[src/rtl/pid_sequencer.sv]
// pid_sequencer: sequences one PID computation per control tick and latches its throttle result.
// It also tracks stale-sample, timeout and overrun conditions.
`default_nettype none

module pid_sequencer (
  input  logic               clk,
  input  logic               reset,
  input  logic               enable,
  input  logic               tick,
  input  logic               sensor_valid,
  input  logic signed [15:0] sensor_data,
  input  logic               cmd_valid,
  input  logic [7:0]         cmd,
  input  logic               cfg_we,
  input  logic [1:0]         cfg_addr,
  input  logic [7:0]         cfg_data,
  input  logic               pid_done,
  input  logic [14:0]        pid_result,
  output logic               pid_reset,
  output logic               pid_start,
  output logic [7:0]         pid_command,
  output logic signed [15:0] pid_data,
  output logic [7:0]         pid_kp,
  output logic [7:0]         pid_ki,
  output logic [7:0]         pid_kd,
  output logic               out_valid,
  output logic [14:0]        out_throttle,
  output logic               stale_fault,
  output logic               timeout_fault,
  output logic [7:0]         overrun_cnt
);

  typedef enum logic [2:0] {
    S_DISABLED = 3'd0,
    S_IDLE     = 3'd1,
    S_ISSUE    = 3'd2,
    S_WAIT     = 3'd3,
    S_FAULT    = 3'd4
  } state_t;

  localparam logic [7:0] KP_RESET = 8'd16;
  localparam logic [3:0] WAIT_LAST = 4'd15;
  localparam logic [2:0] MISS_LIMIT = 3'd4;

  state_t             state_q;
  logic               fresh_q;
  logic [2:0]         miss_q;
  logic [3:0]         wait_q;
  logic signed [15:0] sample_q;
  logic [7:0]         cmd_q;
  logic [7:0]         kp_sh_q, ki_sh_q, kd_sh_q;
  logic               pid_start_q;
  logic [7:0]         pid_cmd_q;
  logic signed [15:0] pid_data_q;
  logic [7:0]         pid_kp_q, pid_ki_q, pid_kd_q;
  logic               out_valid_q;
  logic [14:0]        throttle_q;
  logic               stale_q, timeout_q;
  logic [7:0]         overrun_q;

  always_ff @(posedge clk) begin
    if (reset) begin
      state_q     <= S_DISABLED;
      fresh_q     <= 1'b0;
      miss_q      <= '0;
      wait_q      <= '0;
      sample_q    <= '0;
      cmd_q       <= '0;
      kp_sh_q     <= KP_RESET;
      ki_sh_q     <= '0;
      kd_sh_q     <= '0;
      pid_start_q <= 1'b0;
      pid_cmd_q   <= '0;
      pid_data_q  <= '0;
      pid_kp_q    <= KP_RESET;
      pid_ki_q    <= '0;
      pid_kd_q    <= '0;
      out_valid_q <= 1'b0;
      throttle_q  <= '0;
      stale_q     <= 1'b0;
      timeout_q   <= 1'b0;
      overrun_q   <= '0;
    end else begin
      pid_start_q <= 1'b0;
      out_valid_q <= 1'b0;

      if (cmd_valid) cmd_q <= cmd;
      if (cfg_we) begin
        case (cfg_addr)
          2'd0:    kp_sh_q <= cfg_data;
          2'd1:    ki_sh_q <= cfg_data;
          2'd2:    kd_sh_q <= cfg_data;
          default: ;
        endcase
      end

      // Ticks that arrive while a request is in flight are dropped, only counted.
      if (tick && (state_q == S_ISSUE || state_q == S_WAIT) && overrun_q != 8'hFF)
        overrun_q <= overrun_q + 8'd1;

      case (state_q)
        S_DISABLED: begin
          throttle_q <= '0;
          if (enable) state_q <= S_IDLE;
        end
        S_IDLE: begin
          if (!enable) begin
            state_q    <= S_DISABLED;
            throttle_q <= '0;
          end else if (tick) begin
            if (fresh_q) begin
              state_q     <= S_ISSUE;
              fresh_q     <= 1'b0;
              miss_q      <= '0;
              pid_start_q <= 1'b1;
              pid_cmd_q   <= cmd_q;
              pid_data_q  <= sample_q;
              pid_kp_q    <= kp_sh_q;
              pid_ki_q    <= ki_sh_q;
              pid_kd_q    <= kd_sh_q;
            end else if (miss_q == MISS_LIMIT - 3'd1) begin
              miss_q     <= MISS_LIMIT;
              stale_q    <= 1'b1;
              throttle_q <= '0;
              state_q    <= S_FAULT;
            end else begin
              miss_q <= miss_q + 3'd1;
            end
          end
        end
        S_ISSUE: begin
          if (!enable) begin
            state_q    <= S_DISABLED;
            throttle_q <= '0;
          end else begin
            state_q <= S_WAIT;
            wait_q  <= '0;
          end
        end
        S_WAIT: begin
          // Completion on the last allowed cycle takes priority over the timeout.
          if (!enable) begin
            state_q    <= S_DISABLED;
            throttle_q <= '0;
          end else if (pid_done) begin
            throttle_q  <= pid_result;
            out_valid_q <= 1'b1;
            state_q     <= S_IDLE;
          end else if (wait_q == WAIT_LAST) begin
            timeout_q  <= 1'b1;
            throttle_q <= '0;
            state_q    <= S_FAULT;
          end else begin
            wait_q <= wait_q + 4'd1;
          end
        end
        S_FAULT: begin
          throttle_q <= '0;
          if (!enable) begin
            state_q   <= S_DISABLED;
            stale_q   <= 1'b0;
            timeout_q <= 1'b0;
            miss_q    <= '0;
          end
        end
        default: state_q <= S_DISABLED;
      endcase

      // A sample arriving alongside an issue is not the one being issued, so it stays fresh.
      if (sensor_valid) begin
        sample_q <= sensor_data;
        fresh_q  <= 1'b1;
      end
    end
  end

  assign pid_reset     = (state_q == S_DISABLED) || (state_q == S_FAULT);
  assign pid_start     = pid_start_q;
  assign pid_command   = pid_cmd_q;
  assign pid_data      = pid_data_q;
  assign pid_kp        = pid_kp_q;
  assign pid_ki        = pid_ki_q;
  assign pid_kd        = pid_kd_q;
  assign out_valid     = out_valid_q;
  assign out_throttle  = throttle_q;
  assign stale_fault   = stale_q;
  assign timeout_fault = timeout_q;
  assign overrun_cnt   = overrun_q;

endmodule

`default_nettype wire

[config.mk]
export PLATFORM = sky130hd
export DESIGN_NAME = pid_sequencer
export DESIGN_NICKNAME = d
export VERILOG_FILES = /design/src/rtl/pid_sequencer.sv
export SDC_FILE = /design/constraint.sdc
export NUM_CORES = 1
export LEC_CHECK = 0
export CAP_MARGIN = 5
export CORE_MARGIN = 8
export CORE_UTILIZATION = 48
export CTS_CLUSTER_DIAMETER = 80
export DETAILED_ROUTE_END_ITERATION = 10
export PLACE_DENSITY_LB_ADDON = 0.3
export SETUP_SLACK_MARGIN = 0.02
export SYNTH_ARGS = -nofsm -noshare
export SYNTH_HDL_FRONTEND = slang
export SYNTH_SLANG_ARGS = --single-unit
[constraint.sdc]
create_clock -name clk -period 1.8 [get_ports clk]
set_input_delay 0.27 -clock clk [delete_from_list [all_inputs] [get_ports clk]]
set_output_delay 0.27 -clock clk [all_outputs]
set_load 0.05 [all_outputs]
==> out/summary.json <==
{
  "timing": {
    "slew-limit-headroom_pct": 63.8,
    "timing_hold_violations_final": 0,
    "final_min_period_over_clock_period_pct": 95.1,
    "rsz0062_at_grt": "no",
    "maxClockFrequency_mhz": 584,
    "hold-worst-slack_ps": 326,
    "crit_path_time_final_ps": 1710,
    "finalSetupViolations": 0,
    "timing_max_transition_violations_final": 0,
    "worst-slew-pin-transition_ps": 543,
    "skew_final_ps": 10.3
  },
  "logic_synthesis": {
    "ys_ff_latch": 134,
    "synth_xor_xnor_area_share_pct": 0.517,
    "synth-edff-count": 0,
    "postSynth.asyncResetShare_pct": 0,
    "synth.yosys.warnings": 0,
    "yosys.cell_types.count": 50,
    "synth-compound-area-share_pct": 12.1,
    "synthesis.nets": 608,
    "synth_fa_ha_area_share_pct": 0.985,
    "synth_seq_area_share_pct": 52.8,
    "post_synthesis_instance_total": 547,
    "synth.cell_area_um2": 5080,
    "synth_top_family_by_area": "simple AND/OR/NAND/NOR gates",
    "synthesis.area_per_instance_um2": 9.29,
    "synth-simple-area-share_pct": 19.4,
    "synthMuxAreaShare_pct": 10.1,
    "synth-main-ff-cell": "sky130_fd_sc_hd__dfxtp_1"
  },
  "final_layout": {
    "syn2layout_area_growth_pct": 41.2,
    "postLayoutCoreUtil_pct": 69.5,
    "final_cell_mix": "sky130_fd_sc_hd__dfxtp_1, sky130_fd_sc_hd__nand2_1, sky130_fd_sc_hd__nor2_1, sky130_fd_sc_hd__dlygate4sd2_1, sky130_fd_sc_hd__clkdlybuf4s50_1",
    "drive_gt1_share_pct": 13.8,
    "most_common_library_cell_in_the_layout_ignoring_fill_and_taps": "sky130_fd_sc_hd__dfxtp_1",
    "finished_layout_cell_area_um2": 7180,
    "nets": 751,
    "instances_no_fill": 839,
    "antenna_cells": 0
  },
  "floorplanning": {
    "die_x_um": 119,
    "placementRows": 37,
    "die_area_um2": 14100,
    "initial_utilization_pct": 49.2,
    "floorplan.die.height_um": 119,
    "total_core_area_um2": 10300,
    "floorplan.io_pins": 133
  },
  "clocking": {
    "insertion_delay_ps": 510,
    "cts_hold_buf": 0,
    "clockRootBuffer": "sky130_fd_sc_hd__clkbuf_8",
    "max-clock-path-buffers": 2,
    "cts.sinks": 134,
    "clkTransAtPathRegs_ps": 60,
    "clock_tree_from_tritoncts": "built",
    "cts_max_level": 4,
    "cts_buffers": 17
  },
  "pwr": {
    "post-layout-total-power_mw": 6.88,
    "worst_vdd_rail_ir_drop_mv": 0.542,
    "leakagePower_nw": 3.13,
    "power-per-cell-area_nw_per_um2": 959
  },
  "global_routing": {
    "grt-ovfl-total": 0,
    "grt_start_max_net_pins": 123,
    "wire_length_of_the_first_global_routing_pass_mm": 21.0,
    "grt_util_all_layers_pct": 17.9,
    "grt_antenna_before_repair": 0,
    "vias_in_the_first_global_route": 4325
  },
  "routing": {
    "routed_wire_length_per_instance_um": 14.7,
    "firstDrtPassIters": 5,
    "detailroute.via_count": 4326,
    "drc": 0,
    "drtAntennaViolNets": 0,
    "drt-total-wl_mm": 12.4,
    "drt-initial-drc-count": 242,
    "vias_per_cell": 5.16
  },
  "placement": {
    "gp_congestion": 0.874,
    "dpl.cell_count": 805,
    "dpl-instance-area_um2": 6640,
    "io_buffers": 132,
    "dp_hpwl_mm": 8.78
  },
  "critical_path": {
    "worst_setup_path_start_kind": "flip-flop",
    "critPathArrivalTime_ps": 1440,
    "endpoint_class_of_the_critical_path": "output port",
    "crit_fanout": 19,
    "worst-endpoint-required_ps": 1530,
    "timing.setup.critical_path_class": "flip-flop to output port"
  },
  "hold_path": {
    "min-delay-path-class": "input pin to flip-flop"
  },
  "flow_run": {
    "maxCapViolCount": 0
  },
  "status": {
    "run_status": "completed"
  }
}
what timing repair did:
item | in CTS | in global routing
pin swaps | 1 | 1
setup endpoints to repair | 73 | 1
gates resized for setup | 59 | 0
buffers inserted | 2 | 0
stage by stage:
stage          setup WS [ps]  setup TNS (ps)
6_report                89.0               0
5_1_grt                 20.3               0
4_1_cts                 55.6               0
3_5_place_dp            -240           -4870
3_3_place_gp            -155           -2980
2_1_floorplan            123               0
area by class of cell:
cell class	count	area (um2)
clock buffers	20	445
clock inverters	12	143
fillers	822	3150
inverters	5	18.8
multi-input cells	370	2200
flip-flops and latches	134	2690
well taps	136	170
repair buffers	162	1510
power by group:
group          leakage [nW]  switching (mW)  internal, mW
Clock                 0.275            1.30          2.06
Combinational          1.77           0.223         0.237
Sequential             1.09          0.0306          3.03
worst paths after layout:
| kind | from | endpoint | slack, ps | cells after the start |
|---|---|---|---|---|
| worst max-delay path | state_q[0] | pid_reset | 90 | 4 |
| worst min-delay path | reset | overrun_cnt[1] | 330 | 3 |
| worst max register to register | miss_q[0] | out_throttle[0] | 140 | 7 |
| worst min register to register | cmd_q[7] | pid_command[7] | 450 | 2 |
sequential cells by signal (all words and copies together) (netlist names), 3 cells and up:
name	flops
cmd_q	8
kd_sh_q	8
ki_sh_q	8
kp_sh_q	8
miss_q	3
out_throttle	15
overrun_cnt	8
pid_command	8
pid_data	16
pid_kd	8
pid_ki	8
pid_kp	8
sample_q	16
state_q	3
wait_q	4
routing by layer:
layer	up-vias	GRT usage, %	part of all wire [%]
met5	-	0	0
met4	0	7.35	1.1
met3	11	6.99	8.3
met2	131	28.2	46
met1	2014	21.5	44
li1	2170	-	-
synthesized netlist by cell type (all sizes together), types with 5 or more instances:
cell | number | area (um2)
clkbuf | 16 | 60.1
a31oi | 5 | 37.5
dfxtp | 134 | 2680
buf | 22 | 133
nor2b | 7 | 48.8
nand3 | 7 | 35.0
mux2i | 50 | 500
a21oi | 53 | 277
o21ai | 7 | 35.0
inv | 5 | 18.8
nand4 | 6 | 37.5
nor2 | 63 | 236
nand2 | 101 | 379
a22o | 15 | 131
nor3 | 7 | 40.0
critical path, cell delays in order (launching register included):
cell                      delay [ps]
sky130_fd_sc_hd__dfxtp_1         300
sky130_fd_sc_hd__buf_4           190
sky130_fd_sc_hd__nor2_4          150
sky130_fd_sc_hd__buf_4           150
sky130_fd_sc_hd__buf_12          130
cells by family (layout without fill, tap and decap cells):
family | Yosys count | after routing
flip-flops | 134 | 134
multiplexers | 51 | 51
XOR/XNOR | 3 | 3
AO/OA/AOI/OAI | 96 | 96
adder cells (fa/ha/maj) | 4 | 4
AND/OR/NAND/NOR | 216 | 216
buffers and inverters | 43 | 199
Note: power is estimated with default switching activity, not from simulation.
